$ cat src/rtl/alu_pkg.sv
// Shared encodings and types for the 8-bit datapath ALU.
package alu_pkg;

  typedef enum logic [1:0] {
    OpAdd  = 2'b00,
    OpAnd  = 2'b01,
    OpNot  = 2'b10,
    OpPass = 2'b11
  } alu_op_e;

  typedef enum logic [2:0] {
    SelImm5   = 3'b000,
    SelPcImm6 = 3'b001,
    SelReg    = 3'b010
  } src_sel_e;

  typedef struct packed {
    logic n;
    logic z;
    logic p;
  } flags_t;

  localparam flags_t CcReset = '{n: 1'b0, z: 1'b1, p: 1'b0};

  function automatic logic [7:0] sext6(input logic [5:0] v);
    return {{2{v[5]}}, v};
  endfunction

endpackage

$ cat src/rtl/alu_operand_mux.sv
// Immediate/PC extension and A/B operand selection for the ALU.
module alu_operand_mux
  import alu_pkg::*;
(
  input  logic [2:0] source_sel,
  input  logic [5:0] ins_immediate,
  input  logic [5:0] pc,
  input  logic [7:0] reg_sr1_out,
  input  logic [7:0] reg_sr2_out,
  output logic [7:0] op_a,
  output logic [7:0] op_b
);

  logic [7:0] imm5;
  logic [7:0] imm6;
  logic [7:0] pc8;

  // imm5 reuses the 6-bit extender by replicating bit 4 into bit 5.
  assign imm5 = sext6({ins_immediate[4], ins_immediate[4:0]});
  assign imm6 = sext6(ins_immediate);
  assign pc8  = {2'b00, pc};

  always_comb begin
    op_a = reg_sr1_out;
    op_b = 8'h00;
    case (source_sel)
      SelImm5: begin
        op_a = reg_sr1_out;
        op_b = imm5;
      end
      SelPcImm6: begin
        op_a = pc8;
        op_b = imm6;
      end
      SelReg: begin
        op_a = reg_sr1_out;
        op_b = reg_sr2_out;
      end
      default: begin
        op_a = reg_sr1_out;
        op_b = 8'h00;
      end
    endcase
  end

endmodule

$ cat src/rtl/alu.sv
// Combinational 8-bit ALU with N/Z/P flags and a clocked condition-code register.
module alu
  import alu_pkg::*;
(
  input  logic       clk,
  input  logic       rst,
  input  logic [1:0] alu_op,
  input  logic [2:0] source_sel,
  input  logic [5:0] ins_immediate,
  input  logic [5:0] pc,
  input  logic [7:0] reg_sr1_out,
  input  logic [7:0] reg_sr2_out,
  input  logic       load_cc,
  output logic [7:0] result,
  output logic       negative,
  output logic       zero,
  output logic       positive,
  output logic       cc_n,
  output logic       cc_z,
  output logic       cc_p
);

  logic [7:0] op_a;
  logic [7:0] op_b;
  flags_t     flags;
  flags_t     cc_d;
  flags_t     cc_q;

  alu_operand_mux u_operand_mux (
    .source_sel    (source_sel),
    .ins_immediate (ins_immediate),
    .pc            (pc),
    .reg_sr1_out   (reg_sr1_out),
    .reg_sr2_out   (reg_sr2_out),
    .op_a          (op_a),
    .op_b          (op_b)
  );

  always_comb begin
    result = op_b;
    case (alu_op)
      OpAdd:  result = op_a + op_b;
      OpAnd:  result = op_a & op_b;
      // NOT-register inverts sr1; the immediate forms invert the B operand.
      OpNot:  result = (source_sel == SelReg) ? ~reg_sr1_out : ~op_b;
      OpPass: result = op_b;
      default: result = op_b;
    endcase
  end

  always_comb begin
    flags.n = result[7];
    flags.z = (result == 8'h00);
    flags.p = !result[7] && (result != 8'h00);
  end

  assign negative = flags.n;
  assign zero     = flags.z;
  assign positive = flags.p;

  always_comb begin
    cc_d = cc_q;
    if (load_cc) begin
      cc_d = flags;
    end
  end

  always_ff @(posedge clk or posedge rst) begin
    if (rst) begin
      cc_q <= CcReset;
    end else begin
      cc_q <= cc_d;
    end
  end

  assign cc_n = cc_q.n;
  assign cc_z = cc_q.z;
  assign cc_p = cc_q.p;

endmodule

$ cat config.mk
export PLATFORM = sky130hd
export DESIGN_NAME = alu
export DESIGN_NICKNAME = d
export VERILOG_FILES = /design/src/rtl/alu_pkg.sv /design/src/rtl/alu_operand_mux.sv /design/src/rtl/alu.sv
export SDC_FILE = /design/constraint.sdc
export NUM_CORES = 1
export LEC_CHECK = 0
export CORE_ASPECT_RATIO = 1.2
export CORE_UTILIZATION = 45
export CTS_BUF_LIST = sky130_fd_sc_hd__clkbuf_2
export DETAILED_ROUTE_END_ITERATION = 8
export MAX_ROUTING_LAYER = met4
export PLACE_DENSITY = 0.88
export SYNTH_ARGS = -nofsm -noshare
export SYNTH_HDL_FRONTEND = slang
export SYNTH_SLANG_ARGS = --single-unit
$ cat constraint.sdc
create_clock -name clk -period 6 [get_ports clk]
set_input_delay 1.2 -clock clk [delete_from_list [all_inputs] [get_ports clk]]
set_output_delay 1.2 -clock clk [all_outputs]
set_load 0.02 [all_outputs]
== After elaboration in Yosys (flattened, before gate mapping) ==
Index checks and enable logic that the tools add are counted.

* Output and inout bits: 14
* Bits in registers: 3
* Logic and storage cells: 22
* Input port bits: 36

* Reductions and logical operators: 6
* Bitwise logic cells: 3
* Add/subtract/negate cells: 1
* Equality and inequality tests: 5
* Mux-type cells: 4

{| class="wikitable"
|+ Operators with widths
! cell !! number
|-
| 8-bit one-hot mux with 4 select lines || 1
|-
| 8-bit one-hot mux with 3 select lines || 1
|-
| 8-bit 2-to-1 mux || 2
|-
| 8-bit NOT || 2
|-
| 8-bit adder || 1
|-
| 8-bit bitwise AND || 1
|-
| 8-bit zero test || 1
|-
| 8-bit nonzero test || 1
|-
| 2-bit equality test (second input constant) || 2
|-
| 3-bit by 1-bit equality test with 1-bit output (second input constant) || 1
|-
| 3-bit by 2-bit equality test with 1-bit output (second input constant) || 1
|-
| 3-bit zero test || 1
|-
| 2-bit by 1-bit equality test with 1-bit output (second input constant) || 1
|-
| 2-bit zero test || 1
|-
| 1-bit logical AND || 1
|-
| 1-bit zero test || 1
|}

== Logic depth before layout (Yosys ltp) ==
* Depth in word-level cells: 7
* Mapped depth: 13
* Gate-level depth less buffers: 11

== By module ==
A second synthesis with hierarchy kept.

* Cells, all modules: 142
* Area total of the unflattened synthesis: 1,152.4 µm²

{| class="wikitable"
|+ By module, submodules not included
! module !! times used !! area an instance (µm²) !! seq. area each (µm²) !! cells an instance
|-
| alu || 1 || 878.3 || 76.3 || 108
|-
| alu_operand_mux || 1 || 274.0 || 0.0 || 34
|}

== Worst setup path after synthesis ==
No wires, ideal clock.

* Path type: input-to-output
* Start: input port source_sel[2]
* End: output port zero
* Setup slack: 0.298 ns
* Buffers on the path: 2
* Data required time: 4.800 ns
* Arrival time: 4.502 ns
* Cell stages on the path: 13
* Cells stage by stage: buf_2 nor2_1 and2_2 clkbuf_1 mux2_2 ha_1 fa_1 or3_1 o21ai_0 nor3_1 o21bai_1 nor4_2 nor2b_1

* Longest elaborated chain between the ends: 6
* Elaborated cells between the ends (all ways): 11
* Those cells by class: add/sub (1); eq/ne (2); mux (4); bitwise (2); reduce/logical (2)

{| class="wikitable"
|+ Ends and longest elaborated chain
! element !! line !! RTL
|-
| start, declared || alu.sv:8 || <nowiki>input logic [2:0] source_sel,</nowiki>
|-
| branches (longest 4 deep; another with 8-bit adder) || n/a ||
|-
| 8-bit one-hot mux with 4 select lines * || alu.sv:41 || <nowiki>case (alu_op)</nowiki>
|-
| net result[1] || alu.sv:14 || <nowiki>output logic [7:0] result,</nowiki>
|-
| 8-bit zero test * || alu.sv:53 || <nowiki>flags.z = (result == 8'h00);</nowiki>
|-
| end, declared || alu.sv:16 || <nowiki>output logic zero,</nowiki>
|}

Mark *: on every way through the listed nets, which the timed path passes.

== Final worst setup path ==
* Start: input port source_sel[2]
* End: output port positive

* Longest elaborated chain between the ends: 7
* Elaborated cells between the ends (all ways): 13
* Those cells by class: add/sub (1); eq/ne (2); mux (4); bitwise (2); reduce/logical (4)

{| class="wikitable"
|+ Ends and longest elaborated chain
! element !! line !! RTL
|-
| branches (longest 4 deep; another with 8-bit adder) || n/a ||
|-
| 8-bit one-hot mux with 4 select lines * || alu.sv:41 ||
|-
| 8-bit nonzero test / 1-bit zero test (equally long branches) || alu.sv:54 || <nowiki>flags.p = !result[7] && (result != 8'h00);</nowiki>
|-
| 1-bit logical AND * || alu.sv:54 ||
|-
| end, declared || alu.sv:17 || <nowiki>output logic positive,</nowiki>
|}

Mark *: on every way between the ends.

==> flow_summary.json <==
{
  "cp-end-kind": "output pin",
  "synth_ff_type": "dfrtp_1",
  "crit_type": "primary input to output pin",
  "antenna_cells": 0,
  "drv_cap": 0,
  "hold_buffers": 0,
  "drc": 0,
  "yosysSeqAreaShare": 0.0631,
  "clock-sinks": 3,
  "synth_area_um2": 1210,
  "gp_congestion": 0.989,
  "die_h_um": 58.8,
  "avgRoutedWirePerCell_um": 15.8,
  "vdd_drop_max_mv": 0.118,
  "min_period_over_period": 0.964,
  "first_iter_violations": 80,
  "fp.dieArea_um2": 2900,
  "cts_tree": "done",
  "first_pass_iters": 5,
  "fin_nets": 267,
  "mappedNetlistNets": 210,
  "period_needed_ns": 5.78,
  "layout_commonest_cell": "clkdlybuf4s50_1",
  "grt_pass1_wl_um": 6640,
  "final-max-slew-violation-count": 0,
  "via_count": 1575,
  "power.leakage_nw": 0.743,
  "holdWs_ns": 0.482,
  "postCtsSetupRepairBufs": 0,
  "dp_hpwl_um": 3230,
  "finClkSkew_ns": 0,
  "area_growth_syn_to_layout_pct": 50.2,
  "routed_wirelength_um": 4020,
  "rows": 20,
  "yosys_warnings": 0,
  "start_util": 0.474,
  "cp.arrival_ns": 4.58,
  "status": "complete, no violations",
  "layout-drive-gt1-share": 0.163,
  "use_met1": 0.346,
  "cts_max_level": 1,
  "grt_max_degree": 18,
  "hp-class": "flip-flop to flip-flop",
  "chipWidth_um": 49.3,
  "tightestPinTransition_ns": 0.518,
  "viasPerCell": 6.20,
  "core-area_um2": 2550,
  "grt_pass1_vias": 1514,
  "relSlewSlack": 0.650,
  "final_antenna_net_count": 0,
  "use_met3": 0.0388,
  "dp_slack_ns": -0.00403,
  "fillers": 211,
  "clock_latency_ns": 0.20,
  "synth_edf_count": 0,
  "cp.required_ns": 4.80,
  "grt_antenna_before_repair": 0,
  "synthArstFlopShare": 1.00,
  "synth_area_per_cell_um2": 7.33,
  "grtUsageMet2": 0.524,
  "powerDensity_nw_per_um2": 119,
  "ioPinCount": 50,
  "finalSetupTns_ns": 0,
  "hold_viol": 0,
  "setup_viol": 0,
  "power.total_uw": 216,
  "clk_pin_slew_worst_paths_ns": 0.04,
  "critPathLaunchType": "primary input",
  "grt-busiest-layer": "met2",
  "final.setup.worst_slack_ns": 0.215,
  "synth_cell_types": 56,
  "ys_ff_latch": 3,
  "cts_made_buffers": 3,
  "fmax_ghz": 0.173,
  "final_cell_mix": "clkdlybuf4s50_1 (47), buf_4 (14), a21oi_1 (12), nor2_1 (11)",
  "gr-total-overflow": 0,
  "portBuffers": 49,
  "grt_setup_unrepaired": "no",
  "track_usage": 0.302,
  "synthCells": 165,
  "root_buffer": "clkbuf_2",
  "cts.path.max_buffers": 2,
  "crit_fanout": 4
}
[path summary, 6_finish.rpt]
kind	start	endpoint	slack (ns)	cells after the start
max	source_sel[2]	positive	0.22	14
min	cc_n	cc_n	0.48	1
max reg2reg	cc_z	cc_z	5.19	2
min reg2reg	cc_n	cc_n	0.48	1
max in group asynchronous	rst	cc_z	4.65	2
min in group asynchronous	rst	cc_n	1.16	2
[worst max-delay path, stage by stage]
cell and delay [ns]:
clkdlybuf4s50_1 0.43, nor2_1 0.14, and2_2 0.21, mux2_2 0.35, ha_1 0.25, fa_1 0.42, a21oi_1 0.21, o21ai_0 0.16
mux2_2 0.30, o22ai_1 0.26, nor4_2 0.10, buf_4 0.15, nor2_1 0.07, dlygate4sd2_1 0.33
[where the power goes]
part           switching [mW]  internal [mW]  total (mW)
Sequential            0.00116         0.0226      0.0237
Clock                  0.0118         0.0176      0.0295
Combinational          0.0801         0.0831       0.163
[stage by stage]
step | std cells | area [um^2] | utilization
2_1_floorplan | 165 | 1210 | -
3_3_place_gp | 250 | 1790 | 0.700
3_5_place_dp | 250 | 1790 | 0.700
4_1_cts | 254 | 1810 | 0.709
5_1_grt | 254 | 1820 | 0.712
6_report | 254 | 1820 | 0.712
[final cells by class]
| cell class | count | area (um^2) | share of cell area |
|---|---|---|---|
| Clock buffer | 4 | 20.0 | 0.0110 |
| Timing Repair Buffer | 63 | 593 | 0.326 |
| Sequential cell | 3 | 76.3 | 0.0420 |
| Inverter | 9 | 33.8 | 0.0186 |
| Multi-Input combinational cell | 142 | 1050 | 0.579 |
| Tap cell | 33 | 41.3 | 0.0227 |
[cell families (layout without fill, tap and decap cells)]
kind of cell,Yosys count,count (layout),synth area share
compound gates,58,58,0.344
xor+xnor,1,1,0.00724
fa+ha+maj,9,9,0.0993
buf+inv,20,76,0.0765
flops,3,3,0.0631
mux,12,12,0.112
simple gates,62,62,0.298
[metal layers]
metal,vias to the layer above,wire length (um)
li1,742,-
met1,734,1660
met2,86,1990
met3,13,274
met4,0,100
met5,-,0
[sequential cells by signal, indices dropped and copies added, names as in the netlist]
register	count
cc_z	1
cc_n	1
cc_p	1
[synthesized netlist by cell type (4+ instances only)]
| master | n | area share |
|---|---|---|
| a21oi_1 | 12 | 0.050 |
| nor2_1 | 11 | 0.034 |
| inv_1 | 9 | 0.028 |
| nand2_1 | 9 | 0.028 |
| nand2b_1 | 9 | 0.047 |
| nor2b_1 | 9 | 0.047 |
| ha_1 | 8 | 0.083 |
| mux2_2 | 8 | 0.074 |
| o21ai_0 | 6 | 0.025 |
| a211oi_1 | 5 | 0.031 |
| a221oi_1 | 5 | 0.036 |
| buf_2 | 5 | 0.021 |
| o22ai_1 | 5 | 0.026 |
| clkbuf_1 | 4 | 0.012 |
| nand3_1 | 4 | 0.017 |
[what timing repair did]
item / 4_1_cts / 5_1_grt
gates cloned: 0 / 0
setup endpoints to repair: 2 / 4
resized for setup: 3 / 2
(Power assumes the default switching activity.)
